<file path="src/rtl/digit_serial_mult_ctrl.sv">
// Digit-serial W x W unsigned multiplier controller that drives an external 2x2 multiplier one digit pair per cycle.
// Latency: N_DIGITS^2 RUN cycles after start, then a 1-cycle done pulse. With EARLY_ZERO_EN a zero operand finishes in 1 cycle.
// Backpressure: none. start_in is only sampled in IDLE, and the operands are latched on that edge.
module digit_serial_mult_ctrl #(
  parameter int N_DIGITS = 4
) (
  input  logic                    clk,
  input  logic                    rst,
  input  logic                    start_in,
  input  logic [2*N_DIGITS-1:0]   a_in,
  input  logic [2*N_DIGITS-1:0]   b_in,
  output logic [1:0]              mult_a_out,
  output logic [1:0]              mult_b_out,
  input  logic [3:0]              mult_p_in,
  output logic                    busy_out,
  output logic                    done_out,
  output logic [4*N_DIGITS-1:0]   p_out
);

  localparam int W  = 2 * N_DIGITS;
  localparam int PW = 2 * W;
  localparam int CW = $clog2(N_DIGITS);
  localparam logic [CW-1:0] LAST = CW'(N_DIGITS - 1);

  typedef enum logic [1:0] {IDLE, RUN, DONE} state_t;

  state_t         state;
  state_t         state_nxt;
  logic [W-1:0]   a_reg;
  logic [W-1:0]   b_reg;
  logic [PW-1:0]  acc;
  logic [CW-1:0]  i;
  logic [CW-1:0]  j;
  logic [CW:0]    ij_sum;
  logic [PW-1:0]  partial;
  logic           zero_op;
  logic           last_pair;

`ifdef EARLY_ZERO_EN
  assign zero_op = (a_in == '0) || (b_in == '0);
`else
  assign zero_op = 1'b0;
`endif

  assign last_pair = (i == LAST) && (j == LAST);
  assign ij_sum    = {1'b0, i} + {1'b0, j};
  // The digit product is weighted by 4^(i+j). It always fits in the 2W-bit accumulator.
  assign partial   = PW'(mult_p_in) << {ij_sum, 1'b0};

  // State register
  always_ff @(posedge clk) begin
    if (rst) state <= IDLE;
    else     state <= state_nxt;
  end

  // Next-state logic: accept start only in IDLE, finish on the last digit pair
  always_comb begin
    state_nxt = state;
    case (state)
      IDLE:    if (start_in) state_nxt = zero_op ? DONE : RUN;
      RUN:     if (last_pair) state_nxt = DONE;
      DONE:    state_nxt = IDLE;
      default: state_nxt = IDLE;
    endcase
  end

  // Operand latch, digit counters (i outer, j inner) and accumulator
  always_ff @(posedge clk) begin
    if (rst) begin
      a_reg <= '0;
      b_reg <= '0;
      acc   <= '0;
      i     <= '0;
      j     <= '0;
    end else begin
      case (state)
        IDLE: begin
          if (start_in) begin
            a_reg <= a_in;
            b_reg <= b_in;
            acc   <= '0;
            i     <= '0;
            j     <= '0;
          end
        end
        RUN: begin
          acc <= acc + partial;
          if (j == LAST) begin
            j <= '0;
            i <= (i == LAST) ? '0 : i + 1'b1;
          end else begin
            j <= j + 1'b1;
          end
        end
        default: ;
      endcase
    end
  end

  // Digit selection toward the external multiplier; quiet outside RUN
  always_comb begin
    mult_a_out = 2'b00;
    mult_b_out = 2'b00;
    if (state == RUN) begin
      mult_a_out = a_reg[{i, 1'b0} +: 2];
      mult_b_out = b_reg[{j, 1'b0} +: 2];
    end
  end

  assign busy_out = (state != IDLE);
  assign done_out = (state == DONE);
  assign p_out    = acc;

endmodule

</file>
<file path="config.mk">
export PLATFORM = sky130hd
export DESIGN_NAME = digit_serial_mult_ctrl
export DESIGN_NICKNAME = d
export VERILOG_FILES = /design/src/rtl/digit_serial_mult_ctrl.sv
export SDC_FILE = /design/constraint.sdc
export NUM_CORES = 1
export LEC_CHECK = 0
export ABC_AREA = 1
export BUFFER_PORTS_ARGS = -buffer_cell sky130_fd_sc_hd__buf_2
export CORE_MARGIN = 5
export CORE_UTILIZATION = 49
export DETAILED_ROUTE_END_ITERATION = 12
export PLACE_DENSITY = 0.71
export REMOVE_ABC_BUFFERS = 1
export SYNTH_ARGS = -nofsm -noshare
export SYNTH_HDL_FRONTEND = slang
export SYNTH_SLANG_ARGS = --single-unit
</file>
<file path="constraint.sdc">
create_clock -name clk -period 3.2 [get_ports clk]
set_input_delay 0.32 -clock clk [delete_from_list [all_inputs] [get_ports clk]]
set_output_delay 0.32 -clock clk [all_outputs]
set_load 0.01 [all_outputs]
</file>
Yosys cells after proc, flatten, opt, wreduce, memory -nomap -nowiden
Index checks and enable logic that the tools add are counted.

Add/sub/neg operators: 4. Reduce and logical (&&, ||, !) cells: 8. Equal/unequal tests: 7. Muxes and demuxes: 13. Shift-type cells: 3.

Operators with widths (count): case mux 16 bit (2 select lines) (1); adder 16 bit (1); two-way mux 16 bit (1); two-way mux 2 bit (8); variable part select 8 x 4 -> 2 bit (2); left shift 4 x 4 -> 16 bit (1); case mux 2 bit (2 select lines) (3); equality test 2 bit (second input constant) (3); != test 2 bit (second input constant) (3); AND reduction 2 bit (3); adder 2 x 1 -> 2 bit (second input constant) (2); nonzero test 2 bit (2); adder 2 x 2 -> 3 bit (1); AND reduction 3 bit (1); equality test 2 x 1 -> 1 bit (second input constant) (1); logical NOT 2 bit (1); logical AND 1 bit (1).

Logic and storage cells: 41. Output and inout bits: 22. Register bits: 38.

Depth between registers and ports, before layout
Gate-level depths: netlist of the first run.

Word-level depth: 4. Mapped depth: 17. Depth with buffers taken out: 17.

Worst setup path before layout of the first run
No wires, ideal clock.

Path kind: reg-to-reg. From: register j[0]. To: register acc[13] (netlist: p_out[13]). Data arrival time: 2532 ps. Period minus slack after synthesis: 2665 ps. Buffers on the path: 0. Setup time: 133 ps. Stages on the path, launching flop included: 17. Required time: 3067 ps. Path slack: 535 ps. Path through: dfxtp_1 > ha_1 > inv_1 > fa_1 > inv_1 > nor2_1 > a31oi_1 > nor2_1 > ha_1 > nand2_1 > inv_1 > nand2_1 > nand2_1 > a21oi_1 > nand3_1 > nand3_1 > a21oi_2.

Cells in the longest elaborated chain, start to end: 4.

RTL lines: start, declared (line 33) `logic [CW-1:0] j;`; start signal, assigned (line 92) `j <= j + 1'b1;`; adder 2 x 2 -> 3 bit (line 46) `assign ij_sum = {1'b0, i} + {1'b0, j};`; left shift 4 x 4 -> 16 bit (line 48) `assign partial = PW'(mult_p_in) << {ij_sum, 1'b0};`; adder 16 bit (line 87) `acc <= acc + partial;`; case mux 16 bit (2 select lines) (line 76) `case (state)`; end signal, assigned (line 87); end, declared (line 31) `logic [PW-1:0] acc;`.

No other way between the ends. A chain may end at the register's enable or synchronous reset.

Worst setup path in the final report of the first run
From: register i[0]. To: register acc[14] (netlist: p_out[14]).

Cells in the longest elaborated chain, start to end: 4.

RTL lines: start, declared (line 32) `logic [CW-1:0] i;`; start signal, assigned (line 90) `i <= (i == LAST) ? '0 : i + 1'b1;`; adder 2 x 2 -> 3 bit (line 46); left shift 4 x 4 -> 16 bit (line 48); adder 16 bit (line 87); case mux 16 bit (2 select lines) (line 76).

No other way between the ends.

==> results of run 1 <==
power by group:
part | internal (mW) | total, mW | switching, mW
Sequential | 0.499 | 0.517 | 0.0177
Clock | 0.333 | 0.518 | 0.185
Combinational | 0.0837 | 0.233 | 0.149
Total | 0.916 | 1.27 | 0.352
placed cells by master, fill, tap and decap left out, drive strengths merged, types with 3 or more instances in the layout:
master  netlist  routed
nor2         78      78
nand2       104     104
dfxtp        38      38
ha           18      18
nand3        27      27
nand4         3       3
a21oi        33      33
inv          59      59
nor3          7       7
a31oi         3       3
buf           3      45
o21ai        31      31
clkbuf        5       6
metal layers:
metal | GRT usage | wire [microns] | share of wire
met4 | 0.0731 | 142 | 0.022
met2 | 0.358 | 3170 | 0.48
met3 | 0.0385 | 298 | 0.045
met1 | 0.228 | 2960 | 0.45
met5 | 0 | 0 | 0
worst paths after layout:
kind	from	endpoint	slack [ns]	cells past startpoint
setup / recovery	i[0]	p_out[14]	0.33	17
hold / removal	a_in[6]	a_reg[6]	0.27	3
setup reg to reg	i[0]	p_out[14]	0.33	17
hold reg to reg	a_reg[6]	a_reg[6]	0.48	2
kinds of logic (layout without fill, tap and decap cells):
kind of cell | after synthesis | after routing | share of synthesized area
multiplexers | 1 | 1 | 0.00374
buffers and inverters | 67 | 112 | 0.103
adder cells (fa/ha/maj) | 20 | 20 | 0.0991
flip-flops | 38 | 38 | 0.284
AO/OA/AOI/OAI | 72 | 72 | 0.151
AND/OR/NAND/NOR | 224 | 224 | 0.359
Yosys cell counts, drive strengths merged:
master  number  area share
nor2        78        0.12
nand3b       2      0.0056
buf          3       0.011
nand3       27       0.055
a31oi        3      0.0070
dfxtp       38        0.28
and2         1      0.0023
inv         59       0.085
o21ai       31       0.058
mux2i        1      0.0037
or2          2      0.0047
a211oi       1      0.0028
nand2      104        0.15
o22ai        2      0.0047
fa           2       0.015
nor3         7       0.013
a22oi        2      0.0056
nand4        3      0.0070
ha          18       0.084
clkbuf       5      0.0070
a21oi       33       0.073
final cells by class:
| type | instances | area [sq um] |
|---|---|---|
| clock buffer | 6 | 82.6 |
| clock inverter | 2 | 60.1 |
| fill | 535 | 2310 |
| inverter | 59 | 226 |
| multi-input combinational | 317 | 1640 |
| sequential | 38 | 762 |
| tap | 72 | 90.1 |
| timing repair buffer | 45 | 228 |
per-stage QoR:
stage	setup slack, ns	power (mW)
global route	0.0579	1.33
global placement	0.238	0.754
detailed placement	0.163	0.760
finish	0.328	1.27
floorplan	0.536	0.685
CTS	0.151	1.28
timing repair:
| item | in CTS | in global routing |
|---|---|---|
| resized for setup | 0 | 3 |
| endpoints found under the setup margin | 0 | 7 |
| hold buffers | 0 | 0 |
worst max-delay path, delay by kind of cell (launching register included):
family	cells	cell delay (ns)
AOI/OAI and AO/OA	2	0.28
and+or+nand+nor	10	0.88
buffers and inverters	2	0.20
DFF	1	0.36
adders and majority gates	3	1.02
==> results.json, run 1 <==
{
  "hold_class": "in -> reg",
  "drc": 0,
  "wirelength_mm": 6.58,
  "core_sq_um": 5410,
  "tightest_slew_ns": 0.515,
  "syn_area_per_cell_sq_um": 6.34,
  "grt_pass1_wl_mm": 11.5,
  "clk_latency_ns": 0.30,
  "cts_buffer_depth": 2,
  "maxCapViolations": 0,
  "ys_types": 28,
  "status": "finished clean",
  "dr_total_vias": 2688,
  "post-dp-hpwl_mm": 4.96,
  "grt_usage": 0.198,
  "cts-root-buf": "clkbuf_8",
  "yosys_warnings": 0,
  "hold_viol_final": 0,
  "final_layout_size_suffix_gt1_frac": 0.165,
  "die-area_sq_um": 7040,
  "worstSetupStartpointType": "flop",
  "hold-worst-slack_ns": 0.268,
  "row_count": 27,
  "antenna_found_initial": 0,
  "grt_max_degree": 22,
  "io_pins": 45,
  "peakVddDrop_mv": 0.270,
  "cts_tree": "yes",
  "cp.required_ns": 3.37,
  "portBuffers": 44,
  "grt_overflow_total": 0,
  "drtPass1Iterations": 4,
  "routed_via_density": 4.99,
  "die_h_microns": 83.9,
  "largest_reg_flops": 16,
  "drt-initial-drc-count": 107,
  "cpPeakStageDelay_ns": 0.48,
  "ys_ff_latch": 38,
  "netlist_area_sq_um": 2680,
  "placed_area_sq_um": 2950,
  "path_class": "reg -> reg",
  "pwr_density_cell_nw_per_um2": 410,
  "wl_per_cell_microns": 12.2,
  "initial_core_util": 0.495,
  "cts_sinks": 38,
  "slew_headroom": 0.656,
  "cts_buffers": 5,
  "chipWidth_microns": 83.9,
  "yosysSeqAreaShare": 0.284,
  "grt_pass1_vias": 2638,
  "crit_top_cell": "nand2_1",
  "setup_viol": 0,
  "timing.final.crit_share": 0.897,
  "antenna_cells": 0,
  "fin_cells": 539,
  "rsz0062_at_grt": "false",
  "crit_chain": "ha_1, inv_1, fa_2, inv_2, nor2_1, a31oi_1, nor2_1, ha_1, nand2_1, nor2_1, nand2_1, nand3_1, nand2_1, nand2_1, nand2_1, nand3_1, a21oi_2",
  "final_nets": 509,
  "htreeDepth": 2,
  "syn_inst": 422,
  "globalplace.congestion": 0.879,
  "final_antenna_net_count": 0,
  "path_clk_slew_ns": 0.08,
  "fin_tns_setup_ns": 0,
  "fin_util": 0.572,
  "skew_ns": 0.00777,
  "dp_cells": 531,
  "period_minus_slack_ns": 2.87,
  "cts_setup_buffers": 0,
  "slowest_stage": "fa_2",
  "final_design_area_no_fill_sq_um": 3090,
  "syn2layout_area_growth_pct": 15.5,
  "p_leak_nw": 1.59,
  "crit_path_end_kind": "flop",
  "max_freq_mhz": 348,
  "drv_slew": 0,
  "critical_path_arrival_ns": 3.04,
  "cp_max_fo": 7
}
Note: power is estimated with default switching activity, not from simulation.
==> inputs of run 2 (changes only) <==
Settings changed: BUFFER_PORTS_ARGS -buffer_cell sky130_fd_sc_hd__buf_2 to default, CAP_MARGIN from default to 20, DONT_BUFFER_PORTS from default to 1, PLACE_DENSITY 0.71 to default.
==> results.json, run 2 (same netlist as run 1, synthesis figures left out) <==
{
  "worstReg2RegStart": "i[0]",
  "cp.depth": 17,
  "period_minus_slack_ns": 2.91,
  "cts_tree": "yes",
  "final_cell_mix": "100 x nand2_1, 76 x nor2_1, 54 x inv_1",
  "rsz0062_at_grt": "false",
  "syn2layout_area_growth_pct": 5.42,
  "grt_pass1_vias": 2530,
  "grt_overflow_total": 0,
  "critical_path_arrival_ns": 3.14,
  "crit_path_end_kind": "flop",
  "portBuffers": 0,
  "setup_ws_ns": 0.292,
  "row_count": 27,
  "crit_chain": "ha_1, inv_1, fa_2, inv_2, nor2_1, a31oi_1, nor2_1, ha_1, nand2_1, inv_1, nand2_1, nand2_1, a21oi_1, nand2_1, nand2_1, nand3_1, a21oi_2",
  "drv_slew": 0,
  "die-area_sq_um": 7040,
  "path_buf_inv": 3,
  "cts_sinks": 38,
  "routed_via_density": 5.16,
  "cp_max_fo": 7,
  "antenna_cells": 0,
  "hold_viol_final": 0,
  "core_sq_um": 5410,
  "hp-start": "rst",
  "seqPwrFrac": 0.488,
  "skew_ns": 0.00733,
  "final_nets": 465,
  "path_clk_slew_ns": 0.09,
  "cpPeakStageDelay_ns": 0.48,
  "antenna_found_initial": 0,
  "setup_viol": 0,
  "die_h_microns": 83.9,
  "dr_total_vias": 2553,
  "slew_headroom": 0.705,
  "grt_pass1_wl_mm": 11.7,
  "p_leak_nw": 1.36,
  "post-dp-hpwl_mm": 5.18,
  "final_antenna_net_count": 0,
  "regToRegSetupSlack_ns": 0.29,
  "hold_class": "in -> reg",
  "globalplace.congestion": 0.869,
  "chipWidth_microns": 83.9,
  "drt-initial-drc-count": 143,
  "place_ws_ns": 0.140,
  "cp.required_ns": 3.44,
  "initial_core_util": 0.495,
  "maxCapViolations": 0,
  "tightest_slew_ns": 0.442,
  "register_area_sq_um": 762,
  "power.switching_uw": 347,
  "p_sw_frac": 0.325,
  "io_pins": 45,
  "grt_usage": 0.203,
  "drc": 0,
  "cts_buffers": 5,
  "final_common_cell": "nand2_1",
  "internal_power_uw": 720,
  "cts-root-buf": "clkbuf_8",
  "endpoint": "p_out[14]",
  "worstSetupStartpointType": "flop",
  "timing.final.crit_share": 0.909,
  "peakVddDrop_mv": 0.191,
  "p_clk_frac": 0.324,
  "power_frac_comb": 0.188,
  "reg2reg_to": "p_out[14]",
  "hold-worst-slack_ns": 0.0770,
  "slowest_stage": "fa_2",
  "status": "finished clean",
  "multi_input_area_sq_um": 1650,
  "critPathLaunch": "i[0]",
  "final_layout_size_suffix_gt1_frac": 0.0804,
  "grt_max_degree": 22,
  "fin_tns_setup_ns": 0,
  "wl_per_cell_microns": 13.6,
  "drtPass1Iterations": 4,
  "r2r.worst_path.cells": 17,
  "cts_setup_buffers": 0,
  "htreeDepth": 2,
  "power_mw": 1.07,
  "crit_top_cell": "nand2_1",
  "max_freq_mhz": 344,
  "fillCellCount": 575,
  "path_class": "reg -> reg",
  "wirelength_mm": 6.72,
  "critical_path.top_delay_family": "adder cells",
  "largest_reg_flops": 16,
  "clk_latency_ns": 0.29,
  "pwr_density_cell_nw_per_um2": 378,
  "cts_buffer_depth": 2
}
## run 2: changes by cell type in the layout (fill, tap and decap cells not counted)
cell	change
buf_2	-44
clkinv_4	+1
ha_1	-1
ha_2	+1
clkbuf_8	-1
bufinv_16	-2
clkinv_2	+1
clkinvlp_4	+1
## run 2: how the worst min path moves through the flow
| stage | endpoint | slack (ns) | cells past startpoint |
|---|---|---|---|
| after floorplan | p_out[12] | 0.38 | 1 |
| after global placement | p_out[3] | 0.39 | 1 |
| after detailed placement | p_out[4] | 0.39 | 1 |
| after CTS | p_out[12] | 0.06 | 1 |
| after global routing | p_out[12] | 0.05 | 1 |
| final | p_out[12] | 0.08 | 1 |
## run 2: timing repair
action,in CTS,in global routing
gates resized for setup,0,4
endpoints found under the setup margin,0,8
hold buffers,0,0
## run 2: power groups by stage
stage / clock, mW / combinational, mW / sequential (mW)
detailed placement: 0 / 0.200 / 0.533
global route: 0.385 / 0.232 / 0.525
finish: 0.346 / 0.200 / 0.521
global placement: 0 / 0.198 / 0.532
floorplan: 0 / 0.157 / 0.527
CTS: 0.356 / 0.201 / 0.522
## run 2: cell type report
class,instances,area share
inverter,59,0.0803
clock inverter,3,0.00754
clock buffer,5,0.0244
sequential,38,0.270
multi-input combinational,317,0.583
tap,72,0.0319
timing repair buffer,1,0.00266
## run 2: through the flow
step / instance area (sq um) / std cells / util
floorplan: 2630 / 414 / -
global placement: 2730 / 487 / 0.504
detailed placement: 2730 / 487 / 0.504
CTS: 2820 / 495 / 0.521
global route: 2820 / 495 / 0.522
finish: 2820 / 495 / 0.522
## run 2: metal layers
| metal | share of wire | GRT usage | up-vias |
|---|---|---|---|
| met4 | 0.0092 | 0.0468 | 0 |
| met1 | 0.44 | 0.230 | 1137 |
| met2 | 0.50 | 0.377 | 51 |
| met5 | 0 | 0 | - |
| met3 | 0.053 | 0.0513 | 7 |
| li1 | - | - | 1358 |
